### src/rtl/bp_me_prefetch_pkg.sv
// Shared types and defaults for the best-offset prefetch issue queue.
// Holds the block-address width macro and the tracked-entry struct.

`define BP_ME_PREFETCH_BADDR_WIDTH(daddr_mp, boff_mp) \
   ((daddr_mp) - (boff_mp))

// One tracked entry: a valid bit plus a block address of width bw.
`define BP_ME_PREFETCH_DECLARE_ENTRY_S(bw) \
   struct packed { \
      logic v; \
      logic [(bw)-1:0] addr; \
   }

package bp_me_prefetch_pkg;

   localparam int daddr_width_gp       = 64;
   localparam int block_offset_width_gp = 6;
   localparam int queue_els_gp         = 4;
   localparam int max_outstanding_gp   = 2;

   localparam int baddr_width_gp =
      `BP_ME_PREFETCH_BADDR_WIDTH(daddr_width_gp, block_offset_width_gp);

   // Entry layout for the default address geometry.
   typedef `BP_ME_PREFETCH_DECLARE_ENTRY_S(baddr_width_gp)
      bp_me_prefetch_entry_s;

endpackage

### src/rtl/bp_me_prefetch_tracker.sv
// In-flight prefetch tracker: slot array, lowest-free allocation,
// fill match/clear, duplicate probe and in-flight count.
//
// Ports:
//   i_clk, i_rst       clock, async active-high reset
//   i_alloc_v/addr     write block into lowest free slot
//   i_fill_v/addr      clear slot holding this block
//   i_probe_addr       block to look up for duplicate detection
//   o_probe_hit        probe block is in flight
//   o_fill_hit         fill matched (and clears) a slot
//   o_full             no free slot
//   o_count            number of valid slots

module bp_me_prefetch_tracker
   import bp_me_prefetch_pkg::*;
#(
   parameter int baddr_width_p     = baddr_width_gp,
   parameter int max_outstanding_p = max_outstanding_gp,
   localparam int lp_ow = $clog2(max_outstanding_p + 1)
) (
   input  logic                     i_clk,
   input  logic                     i_rst,
   input  logic                     i_alloc_v,
   input  logic [baddr_width_p-1:0] i_alloc_addr,
   input  logic                     i_fill_v,
   input  logic [baddr_width_p-1:0] i_fill_addr,
   input  logic [baddr_width_p-1:0] i_probe_addr,
   output logic                     o_probe_hit,
   output logic                     o_fill_hit,
   output logic                     o_full,
   output logic [lp_ow-1:0]         o_count
);

   typedef `BP_ME_PREFETCH_DECLARE_ENTRY_S(baddr_width_p) entry_t;

   entry_t r_slot [max_outstanding_p];

   logic [max_outstanding_p-1:0] w_free;
   logic [max_outstanding_p-1:0] w_alloc_oh;
   logic [max_outstanding_p-1:0] w_fill_oh;
   logic [max_outstanding_p-1:0] w_probe_oh;
   logic                         w_taken;

   always_comb begin
      w_free     = '0;
      w_fill_oh  = '0;
      w_probe_oh = '0;
      for (int i = 0; i < max_outstanding_p; i++) begin
         w_free[i]     = !r_slot[i].v;
         w_fill_oh[i]  = r_slot[i].v
                       && (r_slot[i].addr == i_fill_addr);
         w_probe_oh[i] = r_slot[i].v
                       && (r_slot[i].addr == i_probe_addr);
      end
   end

   // Priority pick of the lowest-index free slot.
   always_comb begin
      w_alloc_oh = '0;
      w_taken    = 1'b0;
      for (int i = 0; i < max_outstanding_p; i++) begin
         if (w_free[i] && !w_taken) begin
            w_alloc_oh[i] = 1'b1;
            w_taken       = 1'b1;
         end
      end
   end

   always_comb begin
      o_count = '0;
      for (int i = 0; i < max_outstanding_p; i++) begin
         o_count = o_count + lp_ow'(r_slot[i].v);
      end
   end

   assign o_full      = ~|w_free;
   assign o_probe_hit = |w_probe_oh;
   assign o_fill_hit  = i_fill_v & (|w_fill_oh);

   // The allocated slot was free and the cleared slot was valid
   // before the edge, so the two never target the same slot.
   always_ff @(posedge i_clk or posedge i_rst) begin
      if (i_rst) begin
         for (int i = 0; i < max_outstanding_p; i++) begin
            r_slot[i] <= '0;
         end
      end else begin
         for (int i = 0; i < max_outstanding_p; i++) begin
            if (i_fill_v && w_fill_oh[i]) begin
               r_slot[i].v <= 1'b0;
            end
            if (i_alloc_v && w_alloc_oh[i]) begin
               r_slot[i] <= '{v: 1'b1, addr: i_alloc_addr};
            end
         end
      end
   end

endmodule

### src/rtl/bp_me_prefetch_issue_queue.sv
// Prefetch issue queue: dedups generator requests, buffers them in a
// FIFO, issues under an in-flight limit and reports matched fills.
//
// Ports:
//   clk_i, reset_i                 clock, async active-high reset
//   prefetching_active_i           0: requests accepted and dropped
//   prefetch_addr_i/v_i/ready_and_o  generator request handshake
//   mem_addr_o/v_o/ready_and_i     block-aligned request to memory
//   fill_v_i/addr_i                any completed fill
//   fill_v_o/addr_o                matched prefetch fill, next cycle
//   outstanding_o                  in-flight prefetch count

module bp_me_prefetch_issue_queue
   import bp_me_prefetch_pkg::*;
#(
   parameter int daddr_width_p        = daddr_width_gp,
   parameter int block_offset_width_p = block_offset_width_gp,
   parameter int queue_els_p          = queue_els_gp,
   parameter int max_outstanding_p    = max_outstanding_gp
) (
   input  logic                     clk_i,
   input  logic                     reset_i,
   input  logic                     prefetching_active_i,
   input  logic [daddr_width_p-1:0] prefetch_addr_i,
   input  logic                     prefetch_v_i,
   output logic                     prefetch_ready_and_o,
   output logic [daddr_width_p-1:0] mem_addr_o,
   output logic                     mem_v_o,
   input  logic                     mem_ready_and_i,
   input  logic                     fill_v_i,
   input  logic [daddr_width_p-1:0] fill_addr_i,
   output logic                     fill_v_o,
   output logic [daddr_width_p-1:0] fill_addr_o,
   output logic [$clog2(max_outstanding_p+1)-1:0] outstanding_o
);

   localparam int lp_bw = `BP_ME_PREFETCH_BADDR_WIDTH(
      daddr_width_p, block_offset_width_p);
   localparam int lp_pw = $clog2(queue_els_p);
   localparam int lp_cw = $clog2(queue_els_p + 1);

   typedef `BP_ME_PREFETCH_DECLARE_ENTRY_S(lp_bw) entry_t;

   entry_t           r_q [queue_els_p];
   logic [lp_pw-1:0] r_wptr;
   logic [lp_pw-1:0] r_rptr;
   logic [lp_cw-1:0] r_cnt;
   logic             r_fill_v;
   logic [lp_bw-1:0] r_fill_blk;

   logic [lp_bw-1:0] w_in_blk;
   logic [lp_bw-1:0] w_fill_blk;
   entry_t           w_head;
   logic             w_full;
   logic             w_empty;
   logic             w_q_hit;
   logic             w_trk_hit;
   logic             w_trk_full;
   logic             w_fill_hit;
   logic             w_accept;
   logic             w_push;
   logic             w_pop;
   logic             w_unused_offsets;

   assign w_in_blk   =
      prefetch_addr_i[daddr_width_p-1:block_offset_width_p];
   assign w_fill_blk =
      fill_addr_i[daddr_width_p-1:block_offset_width_p];
   assign w_unused_offsets = ^{
      prefetch_addr_i[block_offset_width_p-1:0],
      fill_addr_i[block_offset_width_p-1:0]};

   assign w_full  = (r_cnt == lp_cw'(queue_els_p));
   assign w_empty = (r_cnt == '0);
   assign w_head  = r_q[r_rptr];

   // Dedup against every valid queued block, pre-edge.
   always_comb begin
      w_q_hit = 1'b0;
      for (int i = 0; i < queue_els_p; i++) begin
         if (r_q[i].v && (r_q[i].addr == w_in_blk)) begin
            w_q_hit = 1'b1;
         end
      end
   end

   // Ready comes from registered occupancy only: a full queue
   // stalls the generator even if the head issues this cycle.
   assign prefetch_ready_and_o = !prefetching_active_i | !w_full;

   assign w_accept = prefetch_v_i & prefetch_ready_and_o;
   assign w_push   = w_accept & prefetching_active_i
                   & !w_q_hit & !w_trk_hit;

   assign mem_v_o    = !w_empty & !w_trk_full;
   assign mem_addr_o = w_head.v
      ? {w_head.addr, {block_offset_width_p{1'b0}}}
      : '0;
   assign w_pop      = mem_v_o & mem_ready_and_i;

   assign fill_v_o    = r_fill_v;
   assign fill_addr_o =
      {r_fill_blk, {block_offset_width_p{1'b0}}};

   bp_me_prefetch_tracker #(
      .baddr_width_p     (lp_bw),
      .max_outstanding_p (max_outstanding_p)
   ) u_tracker (
      .i_clk        (clk_i),
      .i_rst        (reset_i),
      .i_alloc_v    (w_pop),
      .i_alloc_addr (w_head.addr),
      .i_fill_v     (fill_v_i),
      .i_fill_addr  (w_fill_blk),
      .i_probe_addr (w_in_blk),
      .o_probe_hit  (w_trk_hit),
      .o_fill_hit   (w_fill_hit),
      .o_full       (w_trk_full),
      .o_count      (outstanding_o)
   );

   // Push never lands on the popped slot: that would need the
   // queue to be both empty (no pop) and full (no push).
   always_ff @(posedge clk_i or posedge reset_i) begin
      if (reset_i) begin
         for (int i = 0; i < queue_els_p; i++) begin
            r_q[i] <= '0;
         end
         r_wptr <= '0;
         r_rptr <= '0;
         r_cnt  <= '0;
      end else begin
         if (w_pop) begin
            r_q[r_rptr].v <= 1'b0;
            r_rptr        <= r_rptr + lp_pw'(1);
         end
         if (w_push) begin
            r_q[r_wptr] <= '{v: 1'b1, addr: w_in_blk};
            r_wptr      <= r_wptr + lp_pw'(1);
         end
         case ({w_push, w_pop})
            2'b10:   r_cnt <= r_cnt + lp_cw'(1);
            2'b01:   r_cnt <= r_cnt - lp_cw'(1);
            default: r_cnt <= r_cnt;
         endcase
      end
   end

   always_ff @(posedge clk_i or posedge reset_i) begin
      if (reset_i) begin
         r_fill_v   <= 1'b0;
         r_fill_blk <= '0;
      end else begin
         r_fill_v   <= w_fill_hit;
         r_fill_blk <= w_fill_hit ? w_fill_blk : '0;
      end
   end

endmodule

### config.mk
export PLATFORM = sky130hd
export DESIGN_NAME = bp_me_prefetch_issue_queue
export DESIGN_NICKNAME = d
export VERILOG_FILES = /design/src/rtl/bp_me_prefetch_pkg.sv /design/src/rtl/bp_me_prefetch_tracker.sv /design/src/rtl/bp_me_prefetch_issue_queue.sv
export SDC_FILE = /design/constraint.sdc
export NUM_CORES = 1
export LEC_CHECK = 0
export BUFFER_PORTS_ARGS = -buffer_cell sky130_fd_sc_hd__buf_2
export CAP_MARGIN = 5
export CORE_ASPECT_RATIO = 0.5
export CORE_MARGIN = 2
export CORE_UTILIZATION = 50
export DETAILED_ROUTE_END_ITERATION = 7
export PLACE_DENSITY_LB_ADDON = 0.25
export SYNTH_ARGS = -nofsm -noshare
export SYNTH_HDL_FRONTEND = slang
export SYNTH_SLANG_ARGS = --single-unit
### constraint.sdc
create_clock -name clk_i -period 16.7 [get_ports clk_i]
set_clock_uncertainty 0.2 [all_clocks]
set_input_delay 3.34 -clock clk_i [delete_from_list [all_inputs] [get_ports clk_i]]
set_output_delay 3.34 -clock clk_i [all_outputs]
set_load 0.02 [all_outputs]
### After elaboration in Yosys (flattened, before gate mapping)

Cells that the tools add are included.

* bits in writable memories: 0
* bits in read-only memories: 0
* latch bits: 0
* memories kept: 0
* register bits after elaboration: 420

* multipliers: 0
* add/subtract/negate cells: 5
* shift-type cells: 0
* equality and inequality tests: 11
* multiplexer cells: 24
* divide/modulo/power cells: 0
* bitwise gates (word level): 10
* magnitude comparators: 4
* reductions and logical operators: 29

Operators by type and width (number)
* bitwise mux 236 bit: 2
* two-way mux 236 bit: 2
* == test 58 bit: 8
* two-way mux 59 bit: 6
* demux 59 bit (select 2 bit): 2
* binary-select mux 59 bit (select 2 bit): 1
* two-way mux 64 bit: 1
* two-way mux 58 bit: 1
* logical AND 1 bit: 15
* two-way mux 1 bit: 8
* bitwise AND 1 bit: 7
* zero test 1 bit: 7
* greater-or-equal comparator 3 bit (second input constant): 2
* < comparator 3 x 1 -> 1 bit (second input constant): 2
* NOT 2 -> 3 bit: 2
* one-hot mux 3 bit (2 select lines): 1
* nonzero test 2 bit: 3
* OR reduction 2 bit: 3
* adder 2 x 1 -> 2 bit (second input constant): 2
* adder 3 x 1 -> 3 bit (second input constant): 1
* == test 3 bit (second input constant): 1
* zero test 3 bit: 1
* subtractor 3 x 1 -> 3 bit (second input constant): 1
* adder 1 x 1 -> 2 bit: 1
* 3 further kinds: 3

### Depth between registers and ports, before layout

* depth in word-level cells: 11
* depth in mapped cells: 14
* gate-level depth less buffers: 13

### By module

From an unflattened synthesis, not the netlist that was laid out.

* cell total of the unflattened synthesis: 1861
* area total of the unflattened synthesis: 23102.2 um2

Modules (own cells, without submodules)
* bp_me_prefetch_issue_queue: area an instance 16057.9 um2, sequential area each 7557.2 um2, instances 1, cells each 1246
* bp_me_prefetch_tracker: area an instance 7044.3 um2, sequential area each 2952.8 um2, instances 1, cells each 615

### Worst setup path before layout

Ideal clock, no wire load.

* kind: input -> output
* from: input port prefetching_active_i
* to: output port prefetch_ready_and_o
* arrival: 3.578 ns
* stages: 1
* buffers on the path: 0
* setup slack: 9.582 ns
* cells stage by stage: nand4_1

* cells in the longest elaborated chain, start to end: 2

RTL lines
* start: declaration: line bp_me_prefetch_issue_queue.sv:23 `input logic prefetching_active_i,`
* zero test 1 bit: line bp_me_prefetch_issue_queue.sv:89 `assign prefetch_ready_and_o = !prefetching_active_i | !w_full;`
* OR 1 bit: line bp_me_prefetch_issue_queue.sv:89
* end: declaration: line bp_me_prefetch_issue_queue.sv:26 `output logic prefetch_ready_and_o,`

Every way passes these cells.

### Final worst setup path

* from: input port prefetch_addr_i[62]
* to: register r_q[12] (netlist name)

* cells in the longest elaborated chain, start to end: 10
* elaborated cells between the ends (all ways): 22
* those cells by class: eq/ne (6); mux (5); bitwise (2); reduce/logical (9)

RTL lines
* start: declaration: line bp_me_prefetch_issue_queue.sv:24 `input logic [daddr_width_p-1:0] prefetch_addr_i,`
* == test 58 bit: line bp_me_prefetch_issue_queue.sv:81 `if (r_q[i].v && (r_q[i].addr == w_in_blk)) begin`
* logical AND 1 bit: line bp_me_prefetch_issue_queue.sv:81
* two-way mux 1 bit (4 in a row): line bp_me_prefetch_issue_queue.sv:81
* zero test 1 bit: line bp_me_prefetch_issue_queue.sv:93 `& !w_q_hit & !w_trk_hit;`
* bitwise AND 1 bit: line bp_me_prefetch_issue_queue.sv:93
* bitwise AND 1 bit *: line bp_me_prefetch_issue_queue.sv:93
* two-way mux 236 bit *: line bp_me_prefetch_issue_queue.sv:137 `if (w_push) begin`
* end signal: indexed assignment: line bp_me_prefetch_issue_queue.sv:138 `r_q[r_wptr] <= '{v: 1'b1, addr: w_in_blk};`
* end: declaration: line bp_me_prefetch_issue_queue.sv:44 `entry_t r_q [queue_els_p];`

Every way passes the cells marked *; elsewhere a longest branch is shown, timed or not.
A chain may end at the register's enable or synchronous reset.

==> metrics.csv <==
stage,metric,value,unit
critical_path,CP Launch Type,primary input,
clock_tree,CTS tree,yes,
clock_tree,post-CTS setup buffers,0,
yosys,Synth Flop Type,dfrtp_1,
hold_path,Hold Crit Class,flop to flop,
power,Pwr Density,209,nW/um^2
clock_tree,clk sinks,420,
critical_path,CP Buf/Inv Count,2,
critical_path,FF-to-FF End,r_q[12],
critical_path,R2R Setup Slk,11980,ps
sta,final setup fails,0,
yosys,syn avg cell area,12.1,sq um
die,CORE AREA,45300,sq um
clock_tree,Clock Tree Root,clkbuf_16,
clock_tree,Clock Tree Buf Depth,3,
yosys,gate count after technology mapping,1896,
clock_tree,cts hold-fix bufs,0,
route,via count,17000,
final_layout,Multi-input gate area,11300,sq um
yosys,synth warn,0,
yosys,cell area after synthesis,23000,sq um
critical_path,WS Path Type,primary input to flop,
grt,vias in the first global route,16600,
hold_path,worst min-delay path startpoint,r_cnt[2],
route,DRT Wirelength,85.0,mm
die,row cnt,55,
final_layout,finished layout cell area,25900,sq um
die,Die X,307,um
route,Remaining DRCs,0,
clock_tree,CTS buffer count,41,
route,antenna-violating nets left,0,
critical_path,crit-path max cell delay,890,ps
grt,pin count of the biggest net entering global routing,113,
sta,Slew @ Worst Pin,1090,ps
route,drt first-iter violations,2143,
final_layout,share of post-route cells with drive strength above 1,0.332,
run_status,run status,completed,
grt,Total GRT Usage,0.354,
die,area of the die,47800,sq um
critical_path,Critical Path RT,16940,ps
place,Post-Place Cell Area,24400,sq um
route,number of vias per cell,6.28,
clock_tree,"Gates resized, CTS repair",0,
critical_path,CP Cell Sequence,buf_2 -> xor2_1 -> nor4_1 -> nand4_1 -> nor3_1 -> a311oi_4 -> nand4_4 -> buf_4 -> mux2_2,
yosys,unique cell type count in the Yosys netlist,53,
final_layout,synth-to-layout area growth,12.5,%
critical_path,worst flop-to-flop path startpoint,r_q[56],
yosys,#FFs+latches synth,420,
die,die height,156,um
route,WL/cell,31.5,um
power,Static Leak,11.9,nW
final_layout,"commonest cells after routing, fill and taps aside","dfrtp_1, mux2_2, buf_2, xnor2_1, xor2_1",
final_layout,Reg area,10500,sq um
grt,gr ovfl total,0,
critical_path,Setup crit end kind,flop,
place,GPL Wtd Cong,0.992,
critical_path,"CP delay by family, top",simple AND/OR/NAND/NOR gates,
critical_path,crit path DAT,7690,ps
place,count of input and output buffers,242,
yosys,post-synthesis sequential area ratio,0.457,
sta,RSZ-0062 raised after global routing,false,
yosys,XOR/XNOR Fraction of Synth Area,0.135,
critical_path,CP max-delay cell,nor4_1,
job,max_cap viols,0,
final_layout,Final nets,2218,
place,detailed placement HPWL,64.8,mm
yosys,largest family of logic cells by synthesized area,multiplexers,
die,IO Pins,267,
final_layout,"most common cell after layout, fill and taps aside",dfrtp_1,
die,Initial Util,0.508,
critical_path,R2R cell count,8,
sta,fmax,134,MHz
yosys,number of synthesized flops with an enable pin,0,
critical_path,Worst Path Max Fanout,34,
yosys,post-synthesis mux area share,0.223,
hold_path,Worst Hold Path Cells,1,
yosys,Adder-Cell Fraction of Synth Area,0.00685,
sta,final period utilization,0.446,
clock_tree,Clock transition at path regs,60,ps
clock_tree,H-tree depth,2,
clock_tree,Worst-Skew Late Latency,570,ps
sta,setup_tns,0,ps
sta,Slew headroom,0.270,
power,Max VDD drop,0.000103,V
yosys,asr flop ratio synth,1.00,
final_layout,fillcell total,3852,
grt,initial antenna violation count,10,
hold_path,Hold EP,r_cnt[2],
grt,global-route wire length before repair,119,mm
yosys,Compound-Gate Fraction of Synth Area,0.0463,
sta,max-slew violation count,0,
yosys,simple-gate portion of the synthesized area,0.0781,
sta,Final Hold Vio Count,0,
sta,Final min period,7450,ps
route,First-pass DRT Iterations,5,
-- how the worst max path moves through the flow --
stage                                    start              endpoint  slack, ps  depth (start not counted)
after detailed placement   prefetch_addr_i[38]                r_q[4]       9040                          9
after CTS                 prefetching_active_i  prefetch_ready_and_o       9440                          3
after floorplan                        reset_i              fill_v_o       1470                          1
final                      prefetch_addr_i[62]               r_q[12]       9250                          9
after global placement     prefetch_addr_i[62]               r_q[53]       9070                          9
after global routing                 r_rptr[0]        mem_addr_o[53]       9300                          4
-- worst reg2reg max path: cells and delay by family (launching register included) --
| kind | cells | cell delay [ps] |
|---|---|---|
| xor+xnor | 1 | 170 |
| buf+inv | 1 | 600 |
| compound gates | 1 | 250 |
| mux | 1 | 430 |
| flops | 1 | 400 |
| simple gates | 4 | 2540 |
-- power breakdown --
group | switching (mW) | leakage, nW | internal [mW] | total, mW
sequential | 0.523 | 5.23 | 1.42 | 1.95
combinational | 1.39 | 5.95 | 1.04 | 2.43
clock | 0.429 | 0.729 | 0.606 | 1.04
total | 2.34 | 11.9 | 3.07 | 5.41
-- synth_stat cells, types with 8 or more instances --
cell	number	area [sq um]
buf_1	12	45.0
o21ai_0	16	80.1
nor3_1	9	45.0
nand4_1	64	400
a221oi_1	11	96.3
dfrtp_1	420	10500
nor4_1	61	382
inv_1	119	447
xnor2_1	186	1630
ha_1	11	138
o2bb2ai_1	8	70.1
and2_1	94	588
nor2_1	10	37.5
mux2i_1	32	320
o22ai_1	56	350
mux4_2	59	1330
nand2_1	29	109
xor2_1	168	1470
a21oi_1	25	125
nand3_1	8	40.0
mux2_2	287	3230
buf_4	36	270
nand2b_1	12	75.1
mux2_1	14	158
clkbuf_1	28	105
buf_2	53	265
-- layout make-up --
| type | count | area share |
|---|---|---|
| Antenna cell | 2 | 0.000193 |
| Clock buffer | 54 | 0.0454 |
| Clock inverter | 20 | 0.0113 |
| Inverter | 123 | 0.0181 |
| Multi-Input combinational cell | 1228 | 0.438 |
| Sequential cell | 420 | 0.406 |
| Tap cell | 598 | 0.0289 |
| Timing Repair Buffer | 258 | 0.0515 |
-- flip-flops by register name (all words and copies together), names as in the netlist --
name,flops
fill_v_o,1
r_cnt,3
r_fill_blk,58
r_q,236
r_rptr,2
r_wptr,2
u_tracker.r_slot,118
-- logic make-up after synthesis --
| logic type | Yosys count |
|---|---|
| buffers and inverters | 259 |
| DFF | 420 |
| and+or+nand+nor | 300 |
| other | 1 |
| adders and majority gates | 12 |
| xor gates and xnor gates | 354 |
| muxes | 398 |
| AOI/OAI and AO/OA | 152 |
-- routing by layer --
metal	wire, um	share of wire	vias up	GRT usage
li1	-	-	7012	-
met1	35300	0.42	8729	0.505
met2	35000	0.41	1009	0.500
met3	10800	0.13	208	0.109
met4	3820	0.045	6	0.144
met5	41	0.00048	-	0
-- per-stage QoR --
stage	util	setup slack, ps	instances	power (mW)	hold slack, ps
floorplan	-	1470	1907	3.32	254
global placement	0.539	9070	2627	4.26	291
detailed placement	0.539	9040	2627	4.30	294
CTS	0.571	9440	2701	5.34	303
global route	0.571	9300	2701	5.58	326
finish	0.571	9250	2703	5.41	298
No activity file was read; power rests on OpenSTA's default activity.
